File: src/rtl/stream_fifo_if.sv
// Stream handshake bundle around a stream_fifo: input stream, output stream,
// flush control and the occupancy count.
interface stream_fifo_if #(
  parameter int DATA_WIDTH = 32,
  parameter int DEPTH      = 8
);
  logic                     flush;
  logic                     in_valid;
  logic [DATA_WIDTH-1:0]    in_data;
  logic                     in_ready;
  logic                     in_block;
  logic                     out_valid;
  logic [DATA_WIDTH-1:0]    out_data;
  logic                     out_ready;
  logic                     out_block;
  logic [$clog2(DEPTH):0]   count;

  // The FIFO itself: consumer on the input stream, producer on the output stream.
  modport slave (
    input  flush, in_valid, in_data, out_ready,
    output in_ready, in_block, out_valid, out_data, out_block, count
  );

  // The surrounding pipeline stages that feed and drain the FIFO.
  modport master (
    output flush, in_valid, in_data, out_ready,
    input  in_ready, in_block, out_valid, out_data, out_block, count
  );
endinterface

File: src/rtl/stream_fifo.sv
// First-word-fall-through buffering FIFO on the stream handshake, with an
// almost-full warning, synchronous flush and a one-cycle post-flush marker.
module stream_fifo #(
  parameter int DATA_WIDTH  = 32,
  parameter int DEPTH       = 8,
  parameter int ALMOST_FULL = 2
) (
  input  logic              clk,
  input  logic              rst,
  stream_fifo_if.slave      bus
);

  localparam int AW = $clog2(DEPTH);
  localparam int PW = AW + 1;
  localparam logic [PW-1:0] DEPTH_W = PW'(DEPTH);
  localparam logic [PW-1:0] AF_W    = PW'(ALMOST_FULL);

  generate
    if (DEPTH < 2) begin : g_depth_min
      $error("stream_fifo: DEPTH must be at least 2");
    end
    if ((DEPTH & (DEPTH - 1)) != 0) begin : g_depth_pow2
      $error("stream_fifo: DEPTH must be a power of two");
    end
    if (ALMOST_FULL < 0 || ALMOST_FULL >= DEPTH) begin : g_af_range
      $error("stream_fifo: ALMOST_FULL must be in 0..DEPTH-1");
    end
  endgenerate

  logic [DATA_WIDTH-1:0] mem [DEPTH];

  logic [PW-1:0] wptr, rptr, count_q;
  logic [PW-1:0] wptr_n, rptr_n, count_n;
  logic          in_ready_q, in_block_q, out_block_q;
  logic          empty, full_n;
  logic          push, pop;

  // Extra MSB distinguishes full from empty when the index bits match.
  assign empty = (wptr == rptr);

  // A flushing cycle honours neither handshake.
  assign push = bus.in_valid  && in_ready_q && !bus.flush;
  assign pop  = !empty        && bus.out_ready && !bus.flush;

  // NOTE: every variable written in always_comb gets a default first so no
  // path leaves it unassigned and no latch is inferred.
  always_comb begin
    wptr_n = wptr;
    rptr_n = rptr;
    if (bus.flush) begin
      wptr_n = '0;
      rptr_n = '0;
    end else begin
      if (push) wptr_n = wptr + PW'(1);
      if (pop)  rptr_n = rptr + PW'(1);
    end
  end

  assign count_n = wptr_n - rptr_n;
  assign full_n  = (wptr_n[AW-1:0] == rptr_n[AW-1:0]) && (wptr_n[AW] != rptr_n[AW]);

  // NOTE: sequential state is updated with non-blocking assignments so every
  // register samples the pre-edge values regardless of statement order.
  always_ff @(posedge clk or negedge rst) begin
    if (!rst) begin
      wptr        <= '0;
      rptr        <= '0;
      count_q     <= '0;
      in_ready_q  <= 1'b0;
      in_block_q  <= 1'b0;
      out_block_q <= 1'b0;
    end else begin
      wptr        <= wptr_n;
      rptr        <= rptr_n;
      count_q     <= count_n;
      in_ready_q  <= !full_n;
      in_block_q  <= (DEPTH_W - count_n) <= AF_W;
      out_block_q <= bus.flush;
    end
  end

  // NOTE: the storage array has no reset; contents are only observable once
  // the pointers say a slot is valid, so clearing it would buy nothing.
  always_ff @(posedge clk) begin
    if (push) mem[wptr[AW-1:0]] <= bus.in_data;
  end

  assign bus.in_ready  = in_ready_q;
  assign bus.in_block  = in_block_q;
  assign bus.out_valid = !empty;
  assign bus.out_data  = mem[rptr[AW-1:0]];
  assign bus.out_block = out_block_q;
  assign bus.count     = count_q;

  // Downstream guarantees: the head stays put until it is popped or flushed.
  a_count_bound : assert property (@(posedge clk) disable iff (!rst)
    count_q <= DEPTH_W);

  a_head_stable : assert property (@(posedge clk) disable iff (!rst)
    (bus.out_valid && !bus.out_ready && !bus.flush)
      |=> (bus.out_valid && $stable(bus.out_data)));

  a_no_push_when_full : assert property (@(posedge clk) disable iff (!rst)
    (count_q == DEPTH_W) |-> !in_ready_q);

endmodule

File: src/flat_wrapper.sv
// flat-port wrapper written by rule: the top's interface ports become plain ports
module stream_fifo_flat 
#(
  parameter int DATA_WIDTH  = 32,
  parameter int DEPTH       = 8,
  parameter int ALMOST_FULL = 2
)
  (clk, rst, bus_flush, bus_in_valid, bus_in_data, bus_out_ready, bus_in_ready, bus_in_block, bus_out_valid, bus_out_data, bus_out_block, bus_count);
  stream_fifo_if #(.DATA_WIDTH(DATA_WIDTH), .DEPTH(DEPTH)) bus_i ();
  input  logic clk;
  input  logic rst;
  input wire logic [$bits(bus_i.flush)-1:0] bus_flush;
  input wire logic [$bits(bus_i.in_valid)-1:0] bus_in_valid;
  input wire logic [$bits(bus_i.in_data)-1:0] bus_in_data;
  input wire logic [$bits(bus_i.out_ready)-1:0] bus_out_ready;
  output wire logic [$bits(bus_i.in_ready)-1:0] bus_in_ready;
  output wire logic [$bits(bus_i.in_block)-1:0] bus_in_block;
  output wire logic [$bits(bus_i.out_valid)-1:0] bus_out_valid;
  output wire logic [$bits(bus_i.out_data)-1:0] bus_out_data;
  output wire logic [$bits(bus_i.out_block)-1:0] bus_out_block;
  output wire logic [$bits(bus_i.count)-1:0] bus_count;
  assign bus_i.flush = bus_flush;
  assign bus_i.in_valid = bus_in_valid;
  assign bus_i.in_data = bus_in_data;
  assign bus_i.out_ready = bus_out_ready;
  assign bus_in_ready = bus_i.in_ready;
  assign bus_in_block = bus_i.in_block;
  assign bus_out_valid = bus_i.out_valid;
  assign bus_out_data = bus_i.out_data;
  assign bus_out_block = bus_i.out_block;
  assign bus_count = bus_i.count;
  stream_fifo #(.DATA_WIDTH(DATA_WIDTH), .DEPTH(DEPTH), .ALMOST_FULL(ALMOST_FULL)) u_core (.clk(clk), .rst(rst), .bus(bus_i));
endmodule
File: config.mk
export PLATFORM = sky130hd
export DESIGN_NAME = stream_fifo_flat
export DESIGN_NICKNAME = d
export VERILOG_FILES = /design/src/rtl/stream_fifo_if.sv /design/src/rtl/stream_fifo.sv /design/src/flat_wrapper.sv
export SDC_FILE = /design/constraint.sdc
export NUM_CORES = 1
export LEC_CHECK = 0
export ABC_AREA = 1
export BUFFER_PORTS_ARGS = -buffer_cell sky130_fd_sc_hd__buf_4
export CAP_MARGIN = 20
export CORE_ASPECT_RATIO = 1.75
export CORE_MARGIN = 2
export CORE_UTILIZATION = 30
export CTS_CLUSTER_SIZE = 24
export DETAILED_ROUTE_END_ITERATION = 16
export SYNTH_ARGS = -nofsm -noshare
export SYNTH_HDL_FRONTEND = slang
export SYNTH_SLANG_ARGS = --single-unit
File: constraint.sdc
create_clock -name clk -period 5.89 [get_ports clk]
set_input_delay 0.2945 -clock clk [delete_from_list [all_inputs] [get_ports clk]]
set_output_delay 0.2945 -clock clk [all_outputs]
set_load 0.02 [all_outputs]
# ---- Word-level counts from Yosys, hierarchy flattened
# Memory sizes are Yosys's and may differ from the RTL's.
# Index checks and enable logic that the tools add are counted.
dict set report word_totals {
  ff_bits 15
  latchBits 0
  ram_bits 256
  mem_bits_ro 0
  in_bits 37
  output_inout_bits 40
  elab_cells 29
  n_memories 1
}
# memory words word_bits rd rd_clocked_by_memory_dff write_ports line_no
set memory_table {}
lappend memory_table {u_core.mem 8 32 1 0 1 stream_fifo.sv:30} ;# logic [DATA_WIDTH-1:0] mem [DEPTH];
dict set report classes {
  add_sub_neg 4
  mul 0
  div 0
  magnitude_cmp 1
  eq_ne 3
  shift 0
  n_mux 6
  bitwise 0
  reduce_logical 8
}
# cell count
set ops {}
lappend ops {{$mux W4} 4}
lappend ops {{$add A4 B1 Y4 const B} 2}
lappend ops {{$logic_and A1 B1 Y1} 5}
lappend ops {{$eq A4 B4 Y1} 1}
lappend ops {{$le A4 B2 Y1 const B} 1}
lappend ops {{$sub A4 B4 Y4} 1}
lappend ops {{$sub A4 B4 Y4 const A} 1}
lappend ops {{$eq A3 B3 Y1} 1}
lappend ops {{$logic_not A1 Y1} 3}
lappend ops {{$mux W1} 2}
lappend ops {{$ne A1 B1 Y1} 1}

# ---- Logic depth before layout (Yosys ltp)
dict set report logic_depth {
  ltp_word 9
  depth_mapped 18
  depth_no_buf 18
}

# ---- Worst setup path before layout
# No wires, ideal clock.
dict set report synth_path {
  path_kind {register to register}
  startpoint {register u_core.in_ready_q (netlist: u_core.bus.in_ready)}
  endpoint {memory u_core.mem[1][0] (enable)}
  setup_time_ps 421
  arrival_time_ps 2156
  required_ps 5469
  setup_slack_ps 3313
  stages_incl_launch_ff 5
  n_path_buf 0
  period_less_slack_ps 2577
  path_cell_list {dfrtp_1 > nand2_2 > nor2_4 > nand2_2 > nor2_1}
}
dict set report synth_via {
  elab_chain_cells 4
}
# item line_no
set synth_rtl {}
lappend synth_rtl {{start, declared} stream_fifo.sv:34} ;# logic in_ready_q, in_block_q, out_block_q;
lappend synth_rtl {{start signal, assigned} stream_fifo.sv:76} ;# in_ready_q <= !full_n;
lappend synth_rtl {{$logic_and A1 B1 Y1 (2 in series)} stream_fifo.sv:42} ;# assign push = bus.in_valid && in_ready_q && !bus.flush;
lappend synth_rtl {{$mux W1} stream_fifo.sv:85} ;# if (push) mem[wptr[AW-1:0]] <= bus.in_data;
lappend synth_rtl {{$mux W1 (not written as such)} stream_fifo.sv:85}
lappend synth_rtl {{end, declared} stream_fifo.sv:30}
# No other way between the ends.

# ---- Worst setup path in the final report
dict set report layout_path {
  startpoint {register u_core.rptr[0]}
  endpoint {register u_core.in_block_q (netlist: u_core.bus.in_block)}
}
dict set report layout_via {
  elab_chain_cells 9
  elab_cells_between_ends 10
  cone_classes {add/sub: 3; order compare: 1; eq/ne: 1; mux: 2; reduce/logical: 3}
}
# item line_no
set layout_rtl {}
lappend layout_rtl {{start, declared} stream_fifo.sv:32} ;# logic [PW-1:0] wptr, rptr, count_q;
lappend layout_rtl {{start signal, assigned} stream_fifo.sv:74} ;# rptr <= rptr_n;
lappend layout_rtl {{parallel branches: the longest is 4 deep, another holds $add A4 B1 Y4} n/a}
lappend layout_rtl {{$mux W4 *} stream_fifo.sv:55} ;# if (pop) rptr_n = rptr + PW'(1);
lappend layout_rtl {{$mux W4 *} stream_fifo.sv:50} ;# if (bus.flush) begin
lappend layout_rtl {{via u_core.rptr_n[0]} stream_fifo.sv:33} ;# logic [PW-1:0] wptr_n, rptr_n, count_n;
lappend layout_rtl {{$sub A4 B4 Y4 *} stream_fifo.sv:59} ;# assign count_n = wptr_n - rptr_n;
lappend layout_rtl {{via u_core.count_n[1]} stream_fifo.sv:33}
lappend layout_rtl {{$sub A4 B4 Y4 *} stream_fifo.sv:77} ;# in_block_q <= (DEPTH_W - count_n) <= AF_W;
lappend layout_rtl {{$le A4 B2 Y1 *} stream_fifo.sv:77}
lappend layout_rtl {{end signal, assigned} stream_fifo.sv:70} ;# in_block_q <= 1'b0;
lappend layout_rtl {{end signal, assigned} stream_fifo.sv:77}
lappend layout_rtl {{end, declared} stream_fifo.sv:34}
# Mark *: on every way through the listed nets, which the timed path passes.

==> impl_summary.log <==
[metrics] result of the run: finished clean
[metrics] fraction of layout cells with a size suffix above 1: between 10% and 20%
[metrics] power density relative to cell area: roughly 350 nW/µm²
[metrics] number of failing hold endpoints at the final stage: 0
[metrics] core area: between 30000 and 40000 µm²
[metrics] signal arrival time at the worst endpoint: approximately 4.2 ns
[metrics] critical path class: flip-flop to flip-flop
[metrics] worst min-delay path startpoint: bus_in_data[17]
[metrics] biggest fanout along the worst timing path: 87
[metrics] arithmetic-cell share of the synthesized area counting full adders, half adders and majority gates: 1.00%
[metrics] I/O pin count: between 70 and 80
[metrics] total wire length: between 20000 and 25000 µm
[metrics] most instantiated cells after synthesis: sky130_fd_sc_hd__edfxtp_1, sky130_fd_sc_hd__nor2_1, sky130_fd_sc_hd__o21ai_0, sky130_fd_sc_hd__clkbuf_1, sky130_fd_sc_hd__nand2_1
[metrics] height of the die: 254 µm
[metrics] total buffers and inverters traversed by the critical path: 2
[metrics] combined area of the multi-input logic cells: around 2500 µm²
[metrics] Slowest Stage Delay on Critical Path: about 0.80 ns
[metrics] Crit Reg-Reg Startpoint: u_core.rptr[0]$_DFF_PN0_
[metrics] setup repair after global routing missed its margin: no
[metrics] sequential element share of the synthesized area: between 70 and 80%
[metrics] share of the synthesized area in the top cell type: about 72%
[metrics] post-layout min period: 3.82 ns
[metrics] number of synthesized register bits: 271
[metrics] clock-pin transition on the worst setup and hold timing paths: 0.07 ns
[metrics] number of antenna violations at the first check in global routing: 1
[metrics] Net Count, Synth: between 800 and 900
[metrics] flip-flop and latch area: slightly above 8000 µm²
[metrics] depth of the worst register-to-register path: 15
[metrics] post-synthesis to final-layout area growth: 21.5%
[metrics] drt first pass iters: 5
[metrics] number of sinks driven by the clock tree: roughly 270
[metrics] Vias per Instance: between 4 and 5
[metrics] cell leakage power: ~4.5 nW
[metrics] achievable frequency: 262 MHz
[metrics] EDFF count, synth: between 200 and 300
[metrics] Final Setup Violations: 0
[metrics] half-perimeter wire length of the detailed placement result: about 13000 µm
[metrics] worst slew margin relative to its limit: around 39%
[metrics] first-pass GRT wire length: 37100 µm
[metrics] Final Max Tran Viols: 0
[metrics] largest family of logic cells by synthesized area: simple AND/OR/NAND/NOR gates
[metrics] Synth area leader: sky130_fd_sc_hd__edfxtp_1
[metrics] design area: ~13000 µm²
[metrics] post-synthesis mux area share: 0%
[metrics] vias in the first global route: 6751
[metrics] total clock buffers created by CTS: 24
[metrics] detail-routed net length per standard cell: between 15 and 20 µm
[metrics] CP Launch Type: flip-flop
[metrics] Clock Tree Buf Depth: 3
[metrics] cell area after synthesis: around 11000 µm²
[metrics] fill count: 3418
[metrics] worst hold slack after final layout: ~0.014 ns
[metrics] Peak VDD IR: 0.223 mV
[metrics] H-Tree Depth: 1
[metrics] Layout Utilization: a little under two fifths
[metrics] main flop type after synthesis: sky130_fd_sc_hd__edfxtp_1
[metrics] largest net degree at the start of global routing: 88
[metrics] number of placement rows: 91
[metrics] initial detailed-routing violation count: 362
[metrics] Setup crit end kind: flip-flop
[metrics] leading cell type by number of instances after synthesis: sky130_fd_sc_hd__edfxtp_1
[metrics] GRT Overall Usage: approximately an eighth
[metrics] Post-Synth Simple-Gate Area: a little over a tenth
[metrics] clock root buffer master: sky130_fd_sc_hd__clkbuf_16
[metrics] nets: 992
[metrics] cell family with the largest share of critical-path delay: simple AND/OR/NAND/NOR gates
[metrics] Routed Antenna Nets: 0
[metrics] remaining design rule violation count: 0
[metrics] DP Area: approximately 12000 µm²
[metrics] slack of the worst reg-to-reg path: about 2.1 ns
[metrics] slowest stage cell on the critical path: sky130_fd_sc_hd__buf_4
[metrics] synthesized area per cell: 12.6 µm²
[metrics] critical path data required time: 6.30 ns
[metrics] count of vias placed by the detailed router: approximately 6800
[metrics] cell breakdown of the critical path: buf_4, nand2_1, nand2_1, nor2_1, nand2_2, nand2_1, o21ai_0, a21oi_1, ha_1, fa_1, inv_1, nor3_1, nand3_1, nand2_1, nor2_2
[metrics] final setup skew: 0.0124 ns
[metrics] GRT overflow: 0
[metrics] share of synthesized flip-flops with an asynchronous set or reset: under 10%
[metrics] count of mapped cells out of synthesis: around 850
[metrics] number of logic stages on the critical path including buffering: 15
[metrics] leading cell types by total area after synthesis: sky130_fd_sc_hd__edfxtp_1, sky130_fd_sc_hd__nor2_1, sky130_fd_sc_hd__o21ai_0
[metrics] effective utilization at floorplan: 30.4%
[metrics] clock latency of the later-clocked register in the worst-skew pair: between 0.5 and 0.6 ns
[metrics] Resize count post-CTS: 0
[metrics] Maximum Capacitance Violations: 0
[metrics] r2r endpoint: u_core.bus.in_block$_DFF_PN0_
[metrics] critical path endpoint: u_core.bus.in_block$_DFF_PN0_
[metrics] die outline area: roughly 37000 µm²
[metrics] TritonCTS clock tree: yes
[metrics] type of the most critical hold path: primary input to flip-flop
[metrics] Chip Width: around 150 µm
[metrics] Critical path origin: u_core.rptr[0]$_DFF_PN0_
[metrics] cell seen most often among critical-path stages: sky130_fd_sc_hd__nand2_1
[metrics] IO buf count: 76
[metrics] area share of xor/xnor cells in the synthesized design: less than 1%
[metrics] total number of yosys warnings: 0
[metrics] setup TNS: 0 ns
[metrics] RD Place Congestion: around 0.75
[metrics] period utilization: 64.8%
[metrics] area fraction in compound gates after synthesis: a little over 10%
[metrics] worst slew pin tran: roughly 0.92 ns
[metrics] number of different library cells in the post-synthesis netlist: 28
[registers in the layout, summed over array words and instances (netlist names)]
register and count:
u_core.rptr 4, u_core.mem 256, u_core.bus.out_block 1, u_core.bus.in_block 1
u_core.bus.count 4, u_core.wptr 4, u_core.bus.in_ready 1
[cell families after synthesis]
logic type | after synthesis
xor gates and xnor gates | 2
and+or+nand+nor | 298
AOI/OAI and AO/OA | 201
buffers and inverters | 72
DFF | 271
adders and majority gates | 8
[through the flow]
stage          power, mW  cells  setup WS (ns)
3_5_place_dp        2.93   1357           2.05
6_report            4.60   1431           2.07
3_3_place_gp        2.92   1354           2.11
2_1_floorplan       2.65    852           3.31
4_1_cts             4.67   1430           2.03
5_1_grt             4.79   1431           1.62
[repair_timing]
item	4_1_cts	5_1_grt
hold endpoints to repair	226	0
setup endpoints to repair	0	0
buffers inserted	0	0
hold buffers	29	0
[cells in the final DEF, fill, tap and decap left out, types with 2 or more instances in the layout]
cell type | synthesis | routed
sky130_fd_sc_hd__dlygate4sd3_1 | 0 | 29
sky130_fd_sc_hd__dfrtp_1 | 15 | 13
sky130_fd_sc_hd__nor3_1 | 2 | 2
sky130_fd_sc_hd__o21ai_0 | 131 | 131
sky130_fd_sc_hd__clkinv_1 | 2 | 7
sky130_fd_sc_hd__nand2_1 | 36 | 36
sky130_fd_sc_hd__a31oi_1 | 33 | 33
sky130_fd_sc_hd__bufinv_16 | 0 | 6
sky130_fd_sc_hd__clkinv_2 | 0 | 2
sky130_fd_sc_hd__nand2_2 | 5 | 5
sky130_fd_sc_hd__nand4_1 | 3 | 3
sky130_fd_sc_hd__inv_1 | 15 | 15
sky130_fd_sc_hd__clkbuf_16 | 0 | 25
sky130_fd_sc_hd__clkbuf_1 | 42 | 5
sky130_fd_sc_hd__nand3_1 | 8 | 8
sky130_fd_sc_hd__nand3_2 | 2 | 2
sky130_fd_sc_hd__buf_4 | 1 | 86
sky130_fd_sc_hd__nor2_4 | 2 | 9
sky130_fd_sc_hd__edfxtp_1 | 256 | 256
sky130_fd_sc_hd__o22ai_1 | 32 | 32
sky130_fd_sc_hd__ha_1 | 7 | 7
sky130_fd_sc_hd__inv_2 | 6 | 5
sky130_fd_sc_hd__a21oi_1 | 3 | 3
sky130_fd_sc_hd__buf_12 | 0 | 3
sky130_fd_sc_hd__nor2_1 | 239 | 232
[routing by layer]
| layer | GRT usage [%] | up-vias | share of wire, % |
|---|---|---|---|
| met4 | 4.34 | 0 | 2.2 |
| met2 | 23.6 | 112 | 53 |
| met3 | 1.77 | 31 | 3.7 |
| met5 | 0 | - | 0 |
| met1 | 14.7 | 3361 | 41 |
| li1 | - | 3253 | - |
[power breakdown]
group	internal, mW	switching [mW]	total [mW]
combinational	0.260	0.457	0.716
clock	1.04	0.675	1.72
sequential	2.15	0.0255	2.17
[layout make-up]
type / count / area share (%)
clock buffers: 30 / 4.94
diodes: 1 / 0.0192
well taps: 465 / 4.46
clock inverters: 14 / 1.69
inverters: 23 / 0.671
repair buffers: 118 / 7.63
flip-flops and latches: 271 / 61.8
multi-input cells: 509 / 18.8
[how the worst min path moves through the flow]
stage | end | slack [ns] | cells past startpoint
3_3_place_gp | u_core.rptr[3]$_DFF_PN0_ | 0.17 | 1
3_5_place_dp | u_core.wptr[2]$_DFF_PN0_ | 0.17 | 1
5_1_grt | u_core.mem[2][23]$_DFFE_PP_ | 0.002 | 1
2_1_floorplan | u_core.bus.count[0]$_DFF_PN0_ | -0.001 | 0
6_report | u_core.mem[5][17]$_DFFE_PP_ | 0.01 | 1
4_1_cts | u_core.mem[7][17]$_DFFE_PP_ | 0.0002 | 1
(Power assumes the default switching activity.)
